`src/rtl/vid_pattern_gen.sv`:
```
// Video timing and test-pattern generator for a parallel-RGB transmitter input.
// Geometry, sync polarity and colour depth are parameters; pattern and enable apply only at frame boundaries.
module vid_pattern_gen #(
    parameter int H_FRONT  = 16,
    parameter int H_SYNC   = 96,
    parameter int H_BACK   = 48,
    parameter int H_ACTIVE = 640,
    parameter int V_FRONT  = 10,
    parameter int V_SYNC   = 2,
    parameter int V_BACK   = 33,
    parameter int V_ACTIVE = 480,
    parameter int HS_POL   = 1,
    parameter int VS_POL   = 1,
    parameter int BPC      = 12,
    parameter int CNTR_W   = 12
) (
    input  logic             vid_clk,
    input  logic             vid_reset_n,
    input  logic             enable,
    input  logic [1:0]       pattern_sel,
    output logic             de,
    output logic             hsync,
    output logic             vsync,
    output logic [BPC-1:0]   r,
    output logic [BPC-1:0]   g,
    output logic [BPC-1:0]   b,
    output logic             frame_start
);

    localparam int H_BLANK = H_FRONT + H_SYNC + H_BACK;
    localparam int H_TOTAL = H_BLANK + H_ACTIVE;
    localparam int V_BLANK = V_FRONT + V_SYNC + V_BACK;
    localparam int V_TOTAL = V_BLANK + V_ACTIVE;

    localparam logic [CNTR_W-1:0] H_FRONT_C = CNTR_W'(H_FRONT);
    localparam logic [CNTR_W-1:0] HS_END_C  = CNTR_W'(H_FRONT + H_SYNC);
    localparam logic [CNTR_W-1:0] H_BLANK_C = CNTR_W'(H_BLANK);
    localparam logic [CNTR_W-1:0] H_LAST_C  = CNTR_W'(H_TOTAL - 1);
    localparam logic [CNTR_W-1:0] V_FRONT_C = CNTR_W'(V_FRONT);
    localparam logic [CNTR_W-1:0] VS_END_C  = CNTR_W'(V_FRONT + V_SYNC);
    localparam logic [CNTR_W-1:0] V_BLANK_C = CNTR_W'(V_BLANK);
    localparam logic [CNTR_W-1:0] V_LAST_C  = CNTR_W'(V_TOTAL - 1);
    localparam logic [CNTR_W-1:0] OFF_LAST_C = CNTR_W'(V_ACTIVE - 1);
    localparam logic [CNTR_W-1:0] BAR_LAST_C = CNTR_W'(H_ACTIVE / 8 - 1);
    localparam logic HS_ON = (HS_POL != 0);
    localparam logic VS_ON = (VS_POL != 0);
    localparam logic [BPC-1:0] ONES = {BPC{1'b1}};

    typedef enum logic {IDLE = 1'b0, RUN = 1'b1} state_t;

    state_t             state_q, state_d;
    logic [CNTR_W-1:0]  col_q, col_d;
    logic [CNTR_W-1:0]  line_q, line_d;
    logic [CNTR_W-1:0]  off_q, off_d;
    logic [1:0]         pat_q, pat_d;
    logic [2:0]         bar_q, bar_d;
    logic [CNTR_W-1:0]  bar_px_q, bar_px_d;

    logic               de_d, hsync_d, vsync_d, frame_start_d;
    logic [BPC-1:0]     r_d, g_d, b_d;
    logic [CNTR_W-1:0]  x, y;
    logic [2:0]         k;
    logic               run;

    always_ff @(posedge vid_clk or negedge vid_reset_n) begin
        if (!vid_reset_n) begin
            state_q     <= IDLE;
            col_q       <= '0;
            line_q      <= '0;
            off_q       <= '0;
            pat_q       <= '0;
            bar_q       <= '0;
            bar_px_q    <= '0;
            de          <= 1'b0;
            hsync       <= ~HS_ON;
            vsync       <= ~VS_ON;
            r           <= '0;
            g           <= '0;
            b           <= '0;
            frame_start <= 1'b0;
        end else begin
            state_q     <= state_d;
            col_q       <= col_d;
            line_q      <= line_d;
            off_q       <= off_d;
            pat_q       <= pat_d;
            bar_q       <= bar_d;
            bar_px_q    <= bar_px_d;
            de          <= de_d;
            hsync       <= hsync_d;
            vsync       <= vsync_d;
            r           <= r_d;
            g           <= g_d;
            b           <= b_d;
            frame_start <= frame_start_d;
        end
    end

    always_comb begin
        state_d  = state_q;
        col_d    = col_q;
        line_d   = line_q;
        off_d    = off_q;
        pat_d    = pat_q;
        bar_d    = bar_q;
        bar_px_d = bar_px_q;
        case (state_q)
            IDLE: begin
                col_d  = '0;
                line_d = '0;
                off_d  = '0;
                if (enable) begin
                    state_d = RUN;
                    pat_d   = pattern_sel;
                end
            end
            RUN: begin
                if (col_q == H_LAST_C) begin
                    col_d = '0;
                    if (line_q == V_LAST_C) begin
                        line_d = '0;
                        // Frame boundary: the only point where run requests and pattern changes land.
                        if (enable) begin
                            pat_d = pattern_sel;
                            off_d = (off_q == OFF_LAST_C) ? '0 : off_q + 1'b1;
                        end else begin
                            state_d = IDLE;
                        end
                    end else begin
                        line_d = line_q + 1'b1;
                    end
                end else begin
                    col_d = col_q + 1'b1;
                end
            end
        endcase

        // Bar index tracks col so it lines up with x=0 without a divider.
        if (col_d == H_BLANK_C) begin
            bar_d    = '0;
            bar_px_d = '0;
        end else if (bar_px_q == BAR_LAST_C) begin
            bar_d    = bar_q + 1'b1;
            bar_px_d = '0;
        end else begin
            bar_px_d = bar_px_q + 1'b1;
        end
    end

    always_comb begin
        run  = (state_q == RUN);
        x    = col_q - H_BLANK_C;
        y    = line_q - V_BLANK_C;
        k    = 3'd7 - bar_q;
        de_d = run && (col_q >= H_BLANK_C) && (line_q >= V_BLANK_C);
        hsync_d = (run && (col_q >= H_FRONT_C) && (col_q < HS_END_C)) ? HS_ON : ~HS_ON;
        vsync_d = (run && (line_q >= V_FRONT_C) && (line_q < VS_END_C)) ? VS_ON : ~VS_ON;
        frame_start_d = run && (col_q == '0) && (line_q == '0);
        r_d = '0;
        g_d = '0;
        b_d = '0;
        if (de_d) begin
            case (pat_q)
                2'd0: begin
                    b_d = BPC'(x) << 3;
                    if (y < off_q) begin
                        r_d = ONES;
                        g_d = BPC'(y) << 3;
                    end else begin
                        r_d = BPC'(y) << 3;
                        g_d = ONES;
                    end
                end
                2'd1: begin
                    r_d = k[2] ? ONES : '0;
                    g_d = k[1] ? ONES : '0;
                    b_d = k[0] ? ONES : '0;
                end
                2'd2: begin
                    r_d = (x[5] ^ y[5]) ? ONES : '0;
                    g_d = r_d;
                    b_d = r_d;
                end
                default: begin
                    r_d = BPC'(x[7:0]) << (BPC - 8);
                    g_d = r_d;
                    b_d = r_d;
                end
            endcase
        end
    end

endmodule

```
`config.mk`:
```
export PLATFORM = sky130hd
export DESIGN_NAME = vid_pattern_gen
export DESIGN_NICKNAME = d
export VERILOG_FILES = /design/src/rtl/vid_pattern_gen.sv
export SDC_FILE = /design/constraint.sdc
export NUM_CORES = 1
export LEC_CHECK = 0
export ABC_CLOCK_PERIOD_IN_PS = 4400
export BUFFER_PORTS_ARGS = -buffer_cell sky130_fd_sc_hd__buf_2
export CORE_AREA = 2 2 87 152
export DETAILED_ROUTE_END_ITERATION = 7
export DIE_AREA = 0 0 89 154
export PLACE_DENSITY = 0.64
export SYNTH_ARGS = -nofsm -noshare
export SYNTH_HDL_FRONTEND = slang
export SYNTH_SLANG_ARGS = --single-unit
```
`constraint.sdc`:
```
create_clock -name vid_clk -period 4.4 [get_ports vid_clk]
set_input_delay 0.22 -clock vid_clk [delete_from_list [all_inputs] [get_ports vid_clk]]
set_output_delay 0.22 -clock vid_clk [all_outputs]
set_load 0.03 [all_outputs]
```
==> results of run 1 <==
## cell type report
cell class                 instances  area share [%]
inverter                          26            1.74
multi-input combinational        402            45.8
tap                              168            3.76
clock buffer                      10            4.09
timing repair buffer              46            4.29
sequential                        88            39.4
clock inverter                     6           0.917
## registers in the layout (all words and copies together) (netlist names)
register     flops
bar_q            3
pat_q            2
r               10
off_q           12
col_q           12
g               10
bar_px_q        12
hsync            1
line_q          12
b               10
run              1
vsync            1
frame_start      1
de               1
## worst paths after layout
path                                to  slack [ns]            from  depth (start not counted)
min reg2reg                bar_px_q[0]        0.47     bar_px_q[0]                          1
max                               r[9]        0.51       line_q[0]                         12
max reg2reg                       r[9]        0.51       line_q[0]                         12
min                           pat_q[0]        0.11  pattern_sel[0]                          2
max in group asynchronous    line_q[5]        2.99     vid_reset_n                          3
min in group asynchronous         r[2]        0.36     vid_reset_n                          2
## cell usage in the layout (no fill, tap or decap), types with 3 or more instances in the layout
cell / synthesis / layout
dfrtp_1: 88 / 88
nor2_1: 59 / 59
o21ai_0: 50 / 50
buf_2: 10 / 43
nand2_1: 42 / 42
inv_1: 26 / 26
a21oi_1: 25 / 25
nand3_1: 24 / 24
ha_1: 23 / 23
xnor2_1: 22 / 22
xor2_1: 19 / 19
nor3_1: 11 / 11
nand4_1: 9 / 9
clkbuf_16: 0 / 9
a31oi_1: 8 / 8
nor4_1: 7 / 7
and4_1: 7 / 7
and3_1: 7 / 7
o31ai_1: 7 / 7
and2_1: 6 / 6
nand2b_1: 5 / 5
o211ai_1: 5 / 5
a221oi_1: 5 / 5
a211oi_1: 5 / 5
or3_1: 4 / 4
o21a_1: 4 / 4
a211o_1: 3 / 3
nor3b_1: 3 / 3
o41ai_1: 3 / 3
a21o_1: 3 / 3
clkinv_4: 0 / 3
## cells by family (layout without fill, tap and decap cells)
| kind of cell | after synthesis | count (layout) | synth area share, % |
|---|---|---|---|
| AO/OA/AOI/OAI | 132 | 132 | 16.6 |
| buffers and inverters | 61 | 88 | 5.60 |
| XOR/XNOR | 41 | 41 | 7.11 |
| flip-flops | 88 | 88 | 43.6 |
| AND/OR/NAND/NOR | 203 | 203 | 20.7 |
| multiplexers | 3 | 3 | 0.644 |
| adder cells (fa/ha/maj) | 23 | 23 | 5.70 |
## metal layers
metal  up-vias  GRT usage, %  share of wire, %
met5         -             0                 0
met4         0          13.5               6.7
met3        49          3.01               3.5
met2       136          32.7                52
met1      2048          20.3                38
li1       1992             -                 -
## per-stage QoR
stage | util (%) | setup WS (ns) | hold WS, ns
finish | 45.0 | 0.508 | 0.110
global route | 45.0 | 0.254 | 0.121
CTS | 45.0 | 0.527 | 0.0987
detailed placement | 42.7 | 0.524 | 0.191
global placement | 42.7 | 0.752 | 0.183
floorplan | - | 1.12 | -0.0756
## what timing repair did
item / CTS / global route
resized for setup: 0 / 0
endpoints found under the hold margin: 33 / 0
hold buffers: 1 / 0
## critical path, delay by kind of cell, from the launching register on
family | cells | cell delay, ns
compound gates | 4 | 1.68
simple gates | 4 | 0.66
xor+xnor | 1 | 0.18
fa+ha+maj | 2 | 0.52
buf+inv | 1 | 0.19
flops | 1 | 0.52
## power groups by stage
stage	logic [mW]	clock network, mW	registers, mW
floorplan	0.250	0	0.913
global placement	0.266	0	0.981
detailed placement	0.268	0	0.982
CTS	0.270	0.740	0.967
global route	0.308	0.774	0.979
finish	0.270	0.720	0.970
==> flow_summary.toml, run 1 <==
[status]
outcome = "finished clean"

[die]
rows = 54
ios = 45
die_height_um = 154
start_util_pct = 40.6
die-area_um2 = 13700
core_um2 = 12400
die_w_um = 89

[timing]
finalCriticalPeriod_ns = 3.89
hold_viol = 0
fin_tns_setup_ns = 0
rsz0062_at_grt = "false"
finalCritPeriodShare_pct = 88.4
fmax_mhz = 257
finalSetupViolations = 0
slew_violations = 0
worstMarginPinSlew_ns = 0.793
slew_headroom_pct = 47.1
fin_skew_ns = 0.00713

[synthesis]
ys.flop_type = "dfrtp_1"
synth.most_common_cell = "dfrtp_1"
synth_common_cells = "dfrtp_1 (88), nor2_1 (59), o21ai_0 (50), nand2_1 (42), inv_1 (26)"
netlist_instances = 551
ys_ff_latch = 88
ys_async_sr_fraction_pct = 100
syn_area_um2 = 5050
synth_area_leader_cell = "dfrtp_1"
synth_edf_count = 0
yosysSeqAreaShare_pct = 43.6
syn_area_per_cell_um2 = 9.16
ys_types = 64
yosysTopAreaCellShare_pct = 43.6
synthTopCellsByArea = "dfrtp_1 (44%), ha_1 (5.7%), o21ai_0 (5.0%)"
synth_nets = 579
ys_warn_count = 0

[global_route]
overflow = 0
antenna_found_initial = 0
grt.total_usage_pct = 19.0
grt_pass1_wl_um = 20400
grt_pass1_vias = 4169
grt_max_degree = 56

[clock_tree]
cts_tree = "done"
clk_path_buf_depth = 2
path_clk_slew_ns = 0.06
insertion_delay_ns = 0.34
cts_setup_buffers = 0
cts_sinks = 88
numCtsBuffers = 9
root_buffer = "clkbuf_16"
h-tree-depth = 3

[finish]
syn2layout_area_growth_pct = 10.8
fillers = 1247
n_antenna_cell = 0
regArea_um2 = 2200
drive_above_1_share_pct = 12.5
num-nets-final = 601
final_cells = 746
final_area_um2 = 5590
multiInputGateArea_um2 = 2560

[routing]
dr.pass1.iters = 5
drt-total-wl_um = 12500
ant_nets = 0
drc = 0
num_vias = 4225
routedWlPerCell_um = 16.8
drt_iter0_drc = 266
routed_via_density = 5.66

[critical_path]
cp_common_cell = "ha_1"
start_kind = "register"
crit_fanout = 12
path_cells = "inv_1, ha_1, and3b_1, o21ai_0, nand2_1, xnor2_1, ha_1, nand4_1, o41ai_1, nor2_1, a211oi_1, a221oi_1"
critical_path_class = "register to register"
required_ns = 4.58
crit_path_max_incr_delay_ns = 0.64
arrival_ns = 4.08
end_kind = "register"
slowest_stage = "a211oi_1"

[power]
ir_worst_vdd_v = 0.000211
fin_total_pwr_mw = 1.96
p_seq_share_pct = 49.5
p_int_mw = 1.36
power_frac_comb_pct = 13.8
p_per_area_nw_per_um2 = 350
clkPwrFrac_pct = 36.7
swShare_pct = 30.7
leakage_nw = 2.62
p_sw_mw = 0.603

[placed_design]
place_area_um2 = 5300
port-buffer-count = 44
dp.cells = 729
hpwl_um = 9390
gp_congestion = 0.884

[run]
max_cap_viol_count = 0

[min_path]
hold_class = "primary input to register"
(Power assumes the default switching activity.)
==> run 2: changes to the inputs <==
Settings changed: ABC_AREA set to 1, CORE_AREA 2 2 87 152 to 2 2 90 156, DIE_AREA 0 0 89 154 to 0 0 92 158, PLACE_DENSITY 0.64 to 0.63.
==> flow_summary.toml, run 2 <==
[status]
outcome = "finished clean"

[synthesis]
yosysSeqAreaShare_pct = 41.4
synth_edf_count = 0
synthSimpleGateAreaFrac_pct = 30.1
syn_area_per_cell_um2 = 7.79
synth_xor_area_share_pct = 3.79
synth_mux_area_share_pct = 0
ys_warn_count = 0
syn_area_um2 = 5320
synth_nets = 710
netlist_instances = 682
ys_async_sr_fraction_pct = 100
synthAdderAreaFrac_pct = 5.41
yosysTopAreaCellShare_pct = 41.4
synthTopCellsByArea = "dfrtp_1 (41%), nand2_1 (9.9%), inv_1 (7.3%)"
synth_compound_area_share_pct = 9.09
synth_top_family_by_area = "simple AND/OR/NAND/NOR gates"
synth_area_leader_cell = "dfrtp_1"
ys_types = 44
ys_ff_latch = 88
synth_common_cells = "nand2_1 (140), inv_1 (103), dfrtp_1 (88), nor2_1 (64), nand3_1 (47)"
ys.flop_type = "dfrtp_1"
synth.most_common_cell = "nand2_1"

[timing]
holdWs_ns = 0.0938
rsz0062_at_grt = "false"
hold_viol = 0
slew_headroom_pct = 37.5
slew_violations = 0
fin_tns_setup_ns = 0
finalCriticalPeriod_ns = 3.00
finalCritPeriodShare_pct = 68.2
fin_skew_ns = 0.0120
worstMarginPinSlew_ns = 0.935
fmax_mhz = 333
finalSetupViolations = 0

[clock_tree]
clk_path_buf_depth = 2
h-tree-depth = 3
path_clk_slew_ns = 0.06
cts_tree = "done"
numCtsBuffers = 9
insertion_delay_ns = 0.34
root_buffer = "clkbuf_16"
cts_setup_buffers = 0
cts_sinks = 88
cts_hold_buf = 1
ctsResizeCount = 0

[routing]
ant_nets = 0
routedWlPerCell_um = 15.0
dr.pass1.iters = 4
drc = 0
drt_iter0_drc = 191
routed_via_density = 5.06
num_vias = 4557
drt-total-wl_um = 13500

[placed_design]
port-buffer-count = 44
place_area_um2 = 5640
gp_congestion = 0.946
hpwl_um = 10700

[global_route]
overflow = 0
antenna_found_initial = 0
grt.total_usage_pct = 19.3
grt_pass1_wl_um = 22000
grt_pass1_vias = 4561
grt_max_degree = 51

[finish]
layout_commonest_cell = "nand2_1"
final_area_um2 = 5920
syn2layout_area_growth_pct = 11.4
final_cell_mix = "nand2_1 (140), inv_1 (103), dfrtp_1 (88), nor2_1 (64), nand3_1 (47)"
n_antenna_cell = 0
num-nets-final = 749
fillers = 1333
drive_above_1_share_pct = 14.7
final_util_pct = 44.5

[die]
core_um2 = 13300
ios = 45
die_height_um = 158
die-area_um2 = 14500
rows = 56
start_util_pct = 39.9
die_w_um = 92

[critical_path]
required_ns = 4.63
start_kind = "register"
critical_path_class = "register to register"
end_kind = "register"
arrival_ns = 3.23
crit_fanout = 7

[run]
max_cap_viol_count = 0

[power]
leakage_nw = 3.25
ir_worst_vdd_v = 0.000181
p_per_area_nw_per_um2 = 267

[min_path]
hold_class = "primary input to register"
[run 2: critical path: stages, from the launching register on]
cell and delay (ns):
dfrtp_1 0.49, inv_1 0.20, ha_1 0.29, o21ai_1 0.21
nand2_1 0.14, nand2_1 0.10, xor2_1 0.24, ha_1 0.29
nand4_1 0.12, a21oi_1 0.06, nor2_1 0.12, nand2_1 0.10
nand2_1 0.21, nand3_1 0.16, nor2_1 0.12, nor2_1 0.05
[run 2: kinds of logic (layout without fill, tap and decap cells)]
family          count (synthesis)  after routing
flops                          88             88
fa+ha+maj                      23             23
buf+inv                       127            171
xor+xnor                       23             23
compound gates                 86             86
simple gates                  335            335
[run 2: final timing paths]
path | from | end | slack, ns | depth (start not counted)
worst min register to register | off_q[3] | off_q[3] | 0.49 | 2
min in group asynchronous | vid_reset_n | off_q[9] | 0.45 | 2
worst min-delay path | pattern_sel[0] | pat_q[0] | 0.09 | 3
worst max register to register | line_q[0] | g[11] | 1.40 | 15
worst max-delay path | line_q[0] | g[11] | 1.40 | 15
max in group asynchronous | vid_reset_n | b[4] | 3.03 | 3
[run 2: metrics by stage]
stage	instances	setup WS [ns]	power (mW)
after floorplan	682	1.89	0.866
after global placement	883	1.56	0.893
after detailed placement	883	1.46	0.894
after CTS	900	1.41	1.60
after global routing	900	1.05	1.65
final	900	1.40	1.58
[run 2: where the power goes]
group / total [mW] / internal, mW / switching (mW)
clock network: 0.701 / 0.385 / 0.316
logic: 0.0633 / 0.0177 / 0.0456
registers: 0.815 / 0.812 / 0.00331
total: 1.58 / 1.21 / 0.365
[run 2: final cells by class]
cell class                      count  area, µm²  area share [%]
Multi-Input combinational cell    467       2570            43.5
Sequential cell                    88       2200            37.2
Inverter                          109        412            6.95
Timing Repair Buffer               46        240            4.06
Clock buffer                       10        229            3.87
Tap cell                          174        218            3.68
Clock inverter                      6       45.0           0.761
[run 2: layer usage]
| layer | wire (µm) | global-route usage, % | share of wire [%] | vias to the layer above |
|---|---|---|---|---|
| met5 | 0 | 0 | 0 | - |
| met4 | 668 | 11.1 | 5.0 | 0 |
| met3 | 418 | 2.57 | 3.1 | 37 |
| met2 | 7290 | 36.5 | 54 | 120 |
| met1 | 5080 | 20.2 | 38 | 2127 |
| li1 | - | - | - | 2273 |
==> run 3: changes to the inputs <==
Settings changed: ABC_CLOCK_PERIOD_IN_PS 4400 to 3100.
Clock period 4.4 ns to 3.1 ns, I/O delays scaled along.
==> flow_summary.toml, run 3 (synthesis results as in run 2) <==
[clock_tree]
h-tree-depth = 3
cts_setup_buffers = 0
path_clk_slew_ns = 0.06
root_buffer = "clkbuf_16"
cts_tree = "done"
cts_sinks = 88
clk_path_buf_depth = 2
numCtsBuffers = 9
insertion_delay_ns = 0.35

[finish]
final_util_pct = 45.1
n_antenna_cell = 0
final_cells = 904
layout_commonest_cell = "nand2_1"
fillers = 1320
final_cell_mix = "nand2_1 (139), inv_1 (103), dfrtp_1 (88), nor2_1 (64), nand3_1 (47)"
final_area_um2 = 6000
regArea_um2 = 2200
multiInputGateArea_um2 = 2580
num-nets-final = 754
drive_above_1_share_pct = 15.5
syn2layout_area_growth_pct = 13.0

[placed_design]
hpwl_um = 10600
gp_congestion = 0.928
dp.cells = 888
place_area_um2 = 5670
pre_cts_ws_ns = 0.205
port-buffer-count = 44

[critical_path]
crit_fanout = 7
required_ns = 3.34
r2r-end = "g[11]"
arrival_ns = 3.12
critical_path_class = "register to register"
r2r-start = "line_q[0]"
start_kind = "register"
crit_path_max_incr_delay_ns = 0.51
reg2reg_slack_ns = 0.22
path_cells = "inv_1, ha_1, o21ai_1, nand2_1, nand2_1, xor2_1, ha_1, nand4_1, a21oi_1, nor2_1, nand2_1, nand2_2, nand3_1, nor2_1, nor2_1"
slowest_stage = "dfrtp_1"
end_kind = "register"
worst-r2r-cell-count = 15

[min_path]
hold_depth = 3
holdPathEnd = "pat_q[0]"
hold_class = "primary input to register"
min_from = "pattern_sel[0]"

[global_route]
antenna_found_initial = 0
grt_pass1_vias = 4580
overflow = 0
grt_max_degree = 70
grt_pass1_wl_um = 22400
grt.total_usage_pct = 19.8

[timing]
hold_viol = 0
finalCritPeriodShare_pct = 93.0
fin_ws_ns = 0.217
finalCriticalPeriod_ns = 2.88
holdWs_ns = 0.00823
fin_skew_ns = 0.00860
fmax_mhz = 347
slew_headroom_pct = 42.8
finalSetupViolations = 0
worstMarginPinSlew_ns = 0.858
fin_tns_setup_ns = 0
rsz0062_at_grt = "true"
slew_violations = 0

[status]
outcome = "finished clean"

[routing]
drt_iter0_drc = 214
drc = 0
routed_via_density = 5.00
routedWlPerCell_um = 14.9
drt-total-wl_um = 13500
num_vias = 4524
dr.pass1.iters = 4
ant_nets = 0

[power]
leakage_nw = 3.30
fin_total_pwr_mw = 2.42
p_per_area_nw_per_um2 = 402
ir_worst_vdd_v = 0.000263

[die]
ios = 45
start_util_pct = 39.9
die-area_um2 = 14500
die_w_um = 92
die_height_um = 158
rows = 56
core_um2 = 13300

[run]
max_cap_viol_count = 0
run 3: metal layers:
layer | vias up | part of all wire, % | GRT usage [%]
met1 | 2114 | 38 | 20.6
met4 | 0 | 5.6 | 12.6
met2 | 92 | 54 | 37.0
met3 | 41 | 2.4 | 2.33
met5 | - | 0 | 0
li1 | 2277 | - | -
run 3: worst max-delay path: cells and delay by family (launching register included):
family | cells | cell delay [ns]
buf+inv | 1 | 0.10
simple gates | 9 | 1.09
compound gates | 2 | 0.26
flops | 1 | 0.51
fa+ha+maj | 2 | 0.55
xor+xnor | 1 | 0.26
run 3: where the power goes:
| part | total [mW] | switching [mW] | internal, mW |
|---|---|---|---|
| clock | 1.17 | 0.460 | 0.707 |
| combinational | 0.0928 | 0.0656 | 0.0272 |
| sequential | 1.16 | 0.00452 | 1.15 |
| total | 2.42 | 0.530 | 1.89 |
run 3: layout make-up:
type	instances	share of cell area, %
timing repair buffer	51	4.63
multi-input combinational	467	42.9
clock buffer	9	3.75
clock inverter	6	1.56
sequential	88	36.7
inverter	109	6.86
tap	174	3.63
run 3: worst max path at each step:
stage	startpoint	end	slack (ns)	cells past startpoint
6_report	line_q[0]	g[11]	0.22	15
5_1_grt	line_q[1]	r[11]	-0.02	14
4_1_cts	line_q[0]	g[11]	0.18	16
3_5_place_dp	line_q[0]	g[11]	0.21	16
3_3_place_gp	line_q[0]	g[10]	0.32	15
2_1_floorplan	line_q[3]	g[10]	0.59	17
run 3: what timing repair did:
| item | CTS | global route |
|---|---|---|
| hold endpoints to repair | 67 | 0 |
| gates resized for setup | 0 | 1 |
| hold buffers | 1 | 0 |
| endpoints found under the setup margin | 0 | 11 |
